`src/rtl/encoder_bank_pkg.sv`:
```
// Shared definitions for the encoder bank: bound modes, default parameters
// and the range clamp used by host writes.
package encoder_bank_pkg;

  typedef enum logic {
    SATURATE = 1'b0,
    WRAP     = 1'b1
  } bound_mode_e;

  localparam int DEF_CHANNELS       = 2;
  localparam int DEF_WIDTH          = 16;
  localparam int DEF_DEBOUNCE_WIDTH = 11;
  localparam int DEF_WINDOW_WIDTH   = 20;
  localparam int DEF_VELOCITY_SHIFT = 3;

  // Clamp operates on a fixed wide type; callers zero-extend (WIDTH <= 32).
  localparam int CLAMP_W = 33;

  function automatic logic [CLAMP_W-1:0] clamp(
    input logic [CLAMP_W-1:0] x,
    input logic [CLAMP_W-1:0] lo,
    input logic [CLAMP_W-1:0] hi
  );
    logic [CLAMP_W-1:0] r;
    if (x < lo) begin
      r = lo;
    end else if (x > hi) begin
      r = hi;
    end else begin
      r = x;
    end
    return r;
  endfunction

endpackage

```
`src/rtl/encoder_channel.sv`:
```
// One encoder channel: synchroniser, debounce, 4x quadrature decode,
// windowed velocity estimate and the bounded value register.
module encoder_channel
  import encoder_bank_pkg::*;
#(
  parameter int WIDTH          = DEF_WIDTH,
  parameter int DEBOUNCE_WIDTH = DEF_DEBOUNCE_WIDTH,
  parameter int VELOCITY_SHIFT = DEF_VELOCITY_SHIFT
) (
  input  logic             clk,
  input  logic             rst_n,
  input  logic             a_raw,
  input  logic             b_raw,
  input  logic             window_last,
  input  logic             we,
  input  logic             ack,
  input  logic [WIDTH-1:0] din,
  input  logic [WIDTH-1:0] min_val,
  input  logic [WIDTH-1:0] max_val,
  input  logic             wrap,
  output logic [WIDTH-1:0] value,
  output logic             changed
);

  localparam int VW = WIDTH + VELOCITY_SHIFT + 1;

  // Bit 0 carries phase A, bit 1 carries phase B throughout the input path.
  logic [1:0] sync1_q, sync1_d;
  logic [1:0] sync2_q, sync2_d;
  logic [1:0] db_q, db_d;
  logic [1:0] dec_q, dec_d;
  logic [1:0][DEBOUNCE_WIDTH-1:0] cnt_q, cnt_d;

  logic [WIDTH-1:0] pulse_q, pulse_d;
  logic [WIDTH-1:0] vel_q, vel_d;
  logic [WIDTH-1:0] value_q, value_d;
  logic             changed_q, changed_d;

  logic               step_s;
  logic               dir_s;
  logic               bounds_ok_s;
  logic [VW-1:0]      vel_wide_s;
  logic [WIDTH:0]     nxt_s;
  logic               under_s;
  logic               over_s;
  logic [WIDTH-1:0]   upd_s;
  logic [CLAMP_W-1:0] wr_clamp_s;
  logic               unused_clamp_s;

  // Synchroniser, debounce filter and decode history.
  always_comb begin
    sync1_d = {b_raw, a_raw};
    sync2_d = sync1_q;
    db_d    = db_q;
    cnt_d   = cnt_q;
    dec_d   = db_q;
    for (int i = 0; i < 2; i++) begin
      if (sync2_q[i] != db_q[i]) begin
        if (&cnt_q[i]) begin
          db_d[i]  = sync2_q[i];
          cnt_d[i] = '0;
        end else begin
          cnt_d[i] = cnt_q[i] + DEBOUNCE_WIDTH'(1);
        end
      end else begin
        cnt_d[i] = '0;
      end
    end
  end

  assign step_s = db_q[0] ^ dec_q[0] ^ db_q[1] ^ dec_q[1];
  assign dir_s  = db_q[0] ^ dec_q[1];

  // Pulse counting and velocity latch at the end of each window.
  always_comb begin
    vel_wide_s = (VW'(pulse_q) << VELOCITY_SHIFT) + VW'(1);
    if (window_last) begin
      vel_d   = (vel_wide_s > VW'({WIDTH{1'b1}})) ? {WIDTH{1'b1}} : vel_wide_s[WIDTH-1:0];
      pulse_d = step_s ? WIDTH'(1) : WIDTH'(0);
    end else begin
      vel_d   = vel_q;
      pulse_d = (step_s && !(&pulse_q)) ? pulse_q + WIDTH'(1) : pulse_q;
    end
  end

  // Step arithmetic in WIDTH+1 bits so carry and borrow stay visible.
  always_comb begin
    nxt_s   = dir_s ? ({1'b0, value_q} + {1'b0, vel_q}) : ({1'b0, value_q} - {1'b0, vel_q});
    under_s = (!dir_s && nxt_s[WIDTH]) || (nxt_s < {1'b0, min_val});
    over_s  = !under_s && (nxt_s > {1'b0, max_val});
    if (bound_mode_e'(wrap) == WRAP) begin
      upd_s = over_s ? min_val : (under_s ? max_val : nxt_s[WIDTH-1:0]);
    end else begin
      upd_s = over_s ? max_val : (under_s ? min_val : nxt_s[WIDTH-1:0]);
    end
  end

  assign wr_clamp_s     = clamp(CLAMP_W'(din), CLAMP_W'(min_val), CLAMP_W'(max_val));
  assign unused_clamp_s = ^wr_clamp_s[CLAMP_W-1:WIDTH];
  assign bounds_ok_s    = (min_val <= max_val);

  // Value and sticky flag: a write beats a step, a set beats an ack.
  always_comb begin
    value_d   = value_q;
    changed_d = changed_q & ~ack;
    if (!bounds_ok_s) begin
      value_d = value_q;
    end else if (we) begin
      value_d = wr_clamp_s[WIDTH-1:0];
    end else if (step_s) begin
      value_d   = upd_s;
      changed_d = 1'b1;
    end else begin
      value_d = value_q;
    end
  end

  // State registers with synchronous reset.
  always_ff @(posedge clk) begin
    if (!rst_n) begin
      sync1_q   <= 2'b00;
      sync2_q   <= 2'b00;
      db_q      <= 2'b00;
      dec_q     <= 2'b00;
      cnt_q     <= '0;
      pulse_q   <= '0;
      vel_q     <= WIDTH'(1);
      value_q   <= '0;
      changed_q <= 1'b0;
    end else begin
      sync1_q   <= sync1_d;
      sync2_q   <= sync2_d;
      db_q      <= db_d;
      dec_q     <= dec_d;
      cnt_q     <= cnt_d;
      pulse_q   <= pulse_d;
      vel_q     <= vel_d;
      value_q   <= value_d;
      changed_q <= changed_d;
    end
  end

  assign value   = value_q;
  assign changed = changed_q;

endmodule

```
`src/rtl/encoder_bank.sv`:
```
// Multi-channel rotary encoder front end: shared velocity window, host
// write/ack decode and the registered read-back of the addressed channel.
module encoder_bank
  import encoder_bank_pkg::*;
#(
  parameter int CHANNELS       = DEF_CHANNELS,
  parameter int WIDTH          = DEF_WIDTH,
  parameter int DEBOUNCE_WIDTH = DEF_DEBOUNCE_WIDTH,
  parameter int WINDOW_WIDTH   = DEF_WINDOW_WIDTH,
  parameter int VELOCITY_SHIFT = DEF_VELOCITY_SHIFT,
  parameter int AW             = (CHANNELS > 1) ? $clog2(CHANNELS) : 1
) (
  input  logic                clk,
  input  logic                rst_n,
  input  logic [CHANNELS-1:0] a,
  input  logic [CHANNELS-1:0] b,
  input  logic [AW-1:0]       addr,
  input  logic                we,
  input  logic                ack,
  input  logic [WIDTH-1:0]    din,
  input  logic [WIDTH-1:0]    min_val,
  input  logic [WIDTH-1:0]    max_val,
  input  logic                wrap,
  output logic [WIDTH-1:0]    q,
  output logic [CHANNELS-1:0] changed
);

  logic [WINDOW_WIDTH-1:0] window_q, window_d;
  logic                    window_last_s;
  logic [CHANNELS-1:0]     we_s;
  logic [CHANNELS-1:0]     ack_s;
  logic [WIDTH-1:0]        value_s [CHANNELS];
  logic [WIDTH-1:0]        q_q, q_d;

  assign window_d      = window_q + WINDOW_WIDTH'(1);
  assign window_last_s = &window_q;

  // Address decode for host strobes and read-back selection.
  always_comb begin
    q_d = '0;
    for (int i = 0; i < CHANNELS; i++) begin
      we_s[i]  = we  & (addr == AW'(i));
      ack_s[i] = ack & (addr == AW'(i));
    end
    if (int'(addr) < CHANNELS) begin
      q_d = value_s[addr];
    end else begin
      q_d = '0;
    end
  end

  // Free-running window counter and read-back register.
  always_ff @(posedge clk) begin
    if (!rst_n) begin
      window_q <= '0;
      q_q      <= '0;
    end else begin
      window_q <= window_d;
      q_q      <= q_d;
    end
  end

  assign q = q_q;

  for (genvar ch = 0; ch < CHANNELS; ch++) begin : g_ch
    encoder_channel #(
      .WIDTH          (WIDTH),
      .DEBOUNCE_WIDTH (DEBOUNCE_WIDTH),
      .VELOCITY_SHIFT (VELOCITY_SHIFT)
    ) u_channel (
      .clk         (clk),
      .rst_n       (rst_n),
      .a_raw       (a[ch]),
      .b_raw       (b[ch]),
      .window_last (window_last_s),
      .we          (we_s[ch]),
      .ack         (ack_s[ch]),
      .din         (din),
      .min_val     (min_val),
      .max_val     (max_val),
      .wrap        (wrap),
      .value       (value_s[ch]),
      .changed     (changed[ch])
    );
  end

endmodule

```
`config.mk`:
```
export PLATFORM = sky130hd
export DESIGN_NAME = encoder_bank
export DESIGN_NICKNAME = d
export VERILOG_FILES = /design/src/rtl/encoder_bank_pkg.sv /design/src/rtl/encoder_channel.sv /design/src/rtl/encoder_bank.sv
export SDC_FILE = /design/constraint.sdc
export NUM_CORES = 1
export LEC_CHECK = 0
export CAP_MARGIN = 20
export CORE_MARGIN = 5
export CORE_UTILIZATION = 65
export CTS_BUF_LIST = sky130_fd_sc_hd__clkbuf_16
export DETAILED_ROUTE_END_ITERATION = 7
export GPL_TIMING_DRIVEN = 0
export HOLD_SLACK_MARGIN = 0.03
export PLACE_DENSITY = 0.95
export SLEW_MARGIN = 20
export SYNTH_ARGS = -nofsm -noshare
export SYNTH_HDL_FRONTEND = slang
export SYNTH_SLANG_ARGS = --single-unit
```
`constraint.sdc`:
```
create_clock -name clk -period 9.6 [get_ports clk]
set_input_delay 0.96 -clock clk [delete_from_list [all_inputs] [get_ports clk]]
set_output_delay 0.96 -clock clk [all_outputs]
set_load 0.1 [all_outputs]
```
# Word level (Yosys, flattened, before mapping)
# Index checks and enable logic that the tools add are counted.
totals:
  register_bits: 194
  input_bits: 58
  output_inout_bits: 18
  word_cells: 144
classes:
  addsub: 13
  n_lt_le_gt_ge: 10
  n_eq_ne: 4
  mux: 35
  n_bitwise: 23
  reduce_logical: 35
ops:
  columns: ["operator", "count"]
  rows:
  - ["$mux W16", 25]
  - ["$reduce_and A12 Y1", 4]
  - ["$add A11 B1 Y11 const B", 4]
  - ["$reduce_and A11 Y1", 4]
  - ["$add A19 B1 Y20 const B", 2]
  - ["$gt A20 B16 Y1 const B", 2]
  - ["$add A16 B16 Y17", 2]
  - ["$gt A17 B16 Y1", 2]
  - ["$lt A17 B16 Y1", 2]
  - ["$mux W17", 2]
  - ["$sub A16 B16 Y17", 2]
  - ["$add A16 B1 Y16 const B", 2]
  - ["$reduce_and A16 Y1", 2]
  - ["$add A20 B1 Y20 const B", 1]
  - ["$reduce_and A20 Y1", 1]
  - ["$gt A16 B16 Y1", 1]
  - ["$le A16 B16 Y1", 1]
  - ["$lt A16 B16 Y1", 1]
  - ["$reduce_or A3 Y1", 4]
  - ["$mux W1", 8]
  - ["$not A1 Y1", 8]
  - ["$reduce_bool A2 Y1", 4]
  - ["$xor A1 B1 Y1", 8]
  - ["$and A1 B1 Y1", 6]
  - ["7 further kinds", 22]

# Logic depth before layout (Yosys ltp)
logic_depth:
  depth_word: 10
  mapped_depth: 22

# By module
# From an unflattened synthesis, not the netlist that was laid out.
hier_totals:
  cells_unflattened: 1710
  area_unflattened_um2: 14412.6
by_module_without_submodules:
  columns: ["mod", "instances", "cells_per_inst", "area_per_inst_um2"]
  rows:
  - ["encoder_channel (g_ch[0].u_channel)", 1, 774, 6523.8]
  - ["encoder_channel (g_ch[1].u_channel)", 1, 781, 6433.7]
  - ["encoder_bank", 1, 155, 1455.1]

# Worst setup path before layout
# No wires, ideal clock.
synth_timing:
  path_type: "reg-to-reg"
  start: "register g_ch[1].u_channel.db_q[0]"
  end: "register g_ch[1].u_channel.value_q[15]"
  setup_time_ns: 0.122
  t_arrival_ns: 5.378
  path_slack_ns: 4.101
  stages_incl_launch_ff: 21
  cell_sequence: "dfxtp_1 xor2_2 clkbuf_1 xnor2_1 ha_1 or2_2 a31oi_1 a211oi_1 o31a_1 o21a_1 or3_1 and2_1 ha_1 nand4_2 or4b_1 a21oi_2 o31ai_2 or2_4 a21o_1 o221a_1 a221o_1"
synth_between:
  elab_chain_len: 10
synth_lines:
  columns: ["element", "line_no", "source"]
  rows:
  - ["start, declared", "encoder_channel.sv:30", "logic [1:0] db_q, db_d;"]
  - ["start signal, assigned", "encoder_channel.sv:123", "db_q <= 2'b00;"]
  - ["start signal, assigned", "encoder_channel.sv:133", "db_q <= db_d;"]
  - ["$xor A1 B1 Y1", "encoder_channel.sv:72", "assign dir_s = db_q[0] ^ dec_q[1];"]
  - ["$mux W17 or $logic_not A1 Y1 (tied branches)", "encoder_channel.sv:88, encoder_channel.sv:89", null]
  - ["$lt A17 B16 Y1 or $logic_and A1 B1 Y1 (tied branches)", "encoder_channel.sv:89", "under_s = (!dir_s && nxt_s[WIDTH]) || (nxt_s < {1'b0, min_val});"]
  - ["$logic_or A1 B1 Y1", "encoder_channel.sv:89", null]
  - ["$logic_not A1 Y1", "encoder_channel.sv:90", "over_s = !under_s && (nxt_s > {1'b0, max_val});"]
  - ["$logic_and A1 B1 Y1", "encoder_channel.sv:90", null]
  - ["$mux W16, on equally long branches", "encoder_channel.sv:94, encoder_channel.sv:92", null]
  - ["$mux W16", "encoder_channel.sv:91", "if (bound_mode_e'(wrap) == WRAP) begin"]
  - ["$mux W16", "encoder_channel.sv:110", "end else if (step_s) begin"]
  - ["$mux W16", "encoder_channel.sv:108", "end else if (we) begin"]
  - ["end signal, assigned", "encoder_channel.sv:138", "value_q <= value_d;"]
  - ["end, declared", "encoder_channel.sv:36", "logic [WIDTH-1:0] value_q, value_d;"]
# Several ways; a longest one is shown, not always the timed one. The select of a mux whose other input is x is not followed.
# A chain may end at the register's enable or synchronous reset.

# Worst setup path after layout
layout_timing:
  start: "register g_ch[0].u_channel.db_q[0]"
  end: "register g_ch[0].u_channel.value_q[15]"
layout_between:
  elab_chain_len: 10
layout_lines:
  columns: ["element", "line_no"]
  rows:
  - ["start, declared", "encoder_channel.sv:30"]
  - ["start signal, assigned", "encoder_channel.sv:123"]
  - ["start signal, assigned", "encoder_channel.sv:133"]
  - ["$xor A1 B1 Y1", "encoder_channel.sv:72"]
  - ["$mux W17 or $logic_not A1 Y1 (tied branches)", "encoder_channel.sv:88, encoder_channel.sv:89"]
  - ["$lt A17 B16 Y1 or $logic_and A1 B1 Y1 (tied branches)", "encoder_channel.sv:89"]
  - ["$logic_or A1 B1 Y1", "encoder_channel.sv:89"]
  - ["$logic_not A1 Y1", "encoder_channel.sv:90"]
  - ["$logic_and A1 B1 Y1", "encoder_channel.sv:90"]
  - ["$mux W16, on equally long branches", "encoder_channel.sv:94, encoder_channel.sv:92"]
  - ["$mux W16", "encoder_channel.sv:91"]
  - ["$mux W16", "encoder_channel.sv:110"]
  - ["$mux W16", "encoder_channel.sv:108"]
  - ["end signal, assigned", "encoder_channel.sv:138"]
  - ["end, declared", "encoder_channel.sv:36"]
# Several ways; a longest one is shown, not always the timed one. The select of a mux whose other input is x is not followed.

==> impl_metrics.json <==
{
  "grt_max_degree": 17,
  "io_buffers": 74,
  "drive_gt1_share_pct": 3.77,
  "fin_tns_setup_ns": 0,
  "rsz0062_at_grt": "no",
  "clk_pin_slew_ns": 0.07,
  "clk_latency_ns": 0.44,
  "cts_tree": "done",
  "fillers": 1484,
  "cts_setup_buffers": 0,
  "die_y_um": 152,
  "fp.coreArea_um2": 20000,
  "dr_wl_met3_um": 5490,
  "fp-row-count": 52,
  "die_w_um": 152,
  "grt_pass1_wl_um": 68100,
  "drtIter0Drc": 1459,
  "antenna_found_initial": 2,
  "postSynthAreaPerCell_um2": 8.24,
  "final_cell_mix": "nor2_1, dfxtp_1, ha_1",
  "grt_pass1_vias": 12600,
  "routed_via_density": 6.69,
  "worst_setup_path_end_kind": "register",
  "powerDensity_nw_per_um2": 218,
  "reg2reg_slack_ns": 1.67,
  "crit_required_ns": 9.90,
  "synth_ff_type": "dfxtp_1",
  "place_area_um2": 14200,
  "drt_drc_violations_left": 0,
  "crit_fanout": 10,
  "synth_fp_nets": 1801,
  "drtAntennaViolNets": 0,
  "synth_cell_types": 79,
  "drv_cap": 0,
  "cp.arrival_ns": 8.22,
  "irDropWorstVdd_mv": 0.202,
  "fin_skew_ns": 0.00976,
  "setup.worst_path.class": "register to register",
  "min_path_type": "register to register",
  "async_flop_share_pct": 0,
  "via_count": 13200,
  "setup_ws_ns": 1.67,
  "top_layer_used": "met5",
  "grt_overflow": 0,
  "max-slew-margin-rel_pct": 26.7,
  "hold_violations": 0,
  "layout_min_cycle_time_ns": 7.93,
  "final_common_cell": "nor2_1",
  "firstDrtPassIters": 6,
  "design_area_um2": 14700,
  "die_area_um2": 23100,
  "holdBufCountCts": 0,
  "ys_ff_latch": 190,
  "gp_congestion": 1.04,
  "h-tree-depth": 4,
  "io_pins": 76,
  "fin_crit_sh_pct": 82.6,
  "outcome": "complete, no violations",
  "cts_root_buffer": "clkbuf_16",
  "syn-cell-area_um2": 13100,
  "synth-edff-count": 0,
  "syn_inst": 1593,
  "dp.final_hpwl_um": 33000,
  "ys_warn_count": 0,
  "area_delta_synth_final_pct": 12.4,
  "setup.worst_path.start_class": "register",
  "cellLeakagePower_nw": 5.76,
  "cts_sinks": 190,
  "yosysSeqAreaShare_pct": 29.0,
  "grt_usage_pct": 36.4,
  "wire_per_inst_um": 22.1,
  "routedLengthMet1_um": 17300,
  "clockBufferDepth": 2,
  "ctsResizeCount": 0,
  "dr_wl_met2_um": 18700,
  "nets": 1894,
  "initial_core_util_pct": 65.5,
  "setup_viol": 0,
  "fmax_ghz": 0.126,
  "drt-total-wl_um": 43500,
  "slew_violations": 0,
  "place_ws_ns": 2.27,
  "cts_made_buffers": 17,
  "tightest_slew_ns": 1.10
}
-- stage by stage --
step | utilization [%] | power, W | hold WS, ns | instances
final | 73.6 | 0.00321 | 0.438 | 1969
after global routing | 73.6 | 0.00335 | 0.455 | 1969
after floorplan | - | 0.00194 | 0.412 | 1593
after detailed placement | 70.8 | 0.00245 | 0.427 | 1937
after CTS | 73.6 | 0.00312 | 0.442 | 1968
after global placement | 70.8 | 0.00241 | 0.414 | 1937
-- kinds of logic (layout without fill, tap and decap cells) --
kind of cell / Yosys count / count (layout) / synth area share [%]
mux: 38 / 38 / 2.93
xor+xnor: 131 / 131 / 8.95
compound gates: 382 / 382 / 20.3
flops: 190 / 190 / 29.0
simple gates: 574 / 574 / 20.6
buf+inv: 128 / 233 / 3.78
fa+ha+maj: 150 / 150 / 14.4
other cells: 0 / 1 / 0
-- cells in the mapped netlist (6+ instances only) --
master	instances	area share [%]
nor2_1	250	7.2
dfxtp_1	190	29
ha_1	148	14
nand2_1	94	2.7
o21ai_0	77	2.9
xnor2_1	72	4.8
inv_1	71	2.0
a21oi_1	63	2.4
xor2_1	57	3.8
a211oi_1	54	3.1
nand3_1	50	1.9
clkbuf_1	40	1.1
mux2i_1	35	2.7
nand4_1	34	1.6
and3_1	25	1.2
and2_1	24	1.1
o211ai_1	23	1.3
nor3_1	22	0.84
a21o_1	20	1.1
a221oi_1	15	1.0
o21a_1	13	0.74
or3_1	13	0.62
a211o_1	11	0.73
buf_1	11	0.31
and4_1	10	0.67
nand2b_1	10	0.48
a31oi_1	9	0.43
nor4_1	9	0.43
o22ai_1	9	0.43
o31ai_1	9	0.51
o31a_1	7	0.47
a2111o_1	6	0.51
nor2b_1	6	0.29
o221a_2	6	0.51
or2_2	6	0.29
-- worst paths after layout --
kind,startpoint,to,depth (start not counted)
worst min-delay path,g_ch[1].u_channel.sync1_q[1],g_ch[1].u_channel.sync2_q[1],1
worst max-delay path,g_ch[0].u_channel.db_q[0],g_ch[0].u_channel.value[15],22
worst min register to register,g_ch[1].u_channel.sync1_q[1],g_ch[1].u_channel.sync2_q[1],1
worst max register to register,g_ch[0].u_channel.db_q[0],g_ch[0].u_channel.value[15],22
-- sequential cells by signal, summed over array words and instances, names as in the netlist, 4 cells and up --
register,cells
g_ch.u_channel.db_q,4
window_q,20
g_ch.u_channel.pulse_q,32
g_ch.u_channel.sync1_q,4
g_ch.u_channel.value,32
q,16
g_ch.u_channel.vel_q,28
g_ch.u_channel.dec_q,4
g_ch.u_channel.cnt_q,44
g_ch.u_channel.sync2_q,4
-- area by class of cell --
class	instances	area [um^2]	share of cell area (%)
well taps	270	338	2.29
diodes	1	2.50	0.0170
inverters	71	267	1.81
clock buffers	17	425	2.88
clock inverters	14	123	0.831
flip-flops and latches	190	3800	25.8
repair buffers	74	741	5.02
multi-input cells	1275	8820	59.8
plain buffers	57	229	1.55
-- worst max-delay path, cell delays in order, from the launching register on --
cell and delay (ns):
dfxtp_1 0.51, xor2_4 0.41, clkbuf_1 0.57, xnor2_1 0.29
ha_1 0.43, o21a_1 0.20, o31a_1 0.11, o21ai_0 0.77
a211oi_1 0.22, o31ai_1 0.32, a21boi_0 0.19, o21a_1 0.20
nor2_1 0.13, ha_1 0.27, nand4_1 0.17, nor4_1 0.74
o31ai_1 0.30, o211ai_1 0.21, and2_1 0.16, clkbuf_1 0.52
nor2_1 0.32, a222oi_1 0.56, a221oi_1 0.15
-- metal layers --
metal,vias to the layer above,global-route usage [%]
li1,5983,-
met1,6181,47.7
met2,835,56.1
met3,165,10.9
met4,2,14.7
met5,-,0
-- power breakdown --
group / total, W / internal, W / switching [W]
Sequential: 0.000850 / 0.000817 / 0.0000334
Combinational: 0.00169 / 0.000579 / 0.00111
Clock: 0.000679 / 0.000356 / 0.000322
Note: power is estimated with default switching activity, not from simulation.
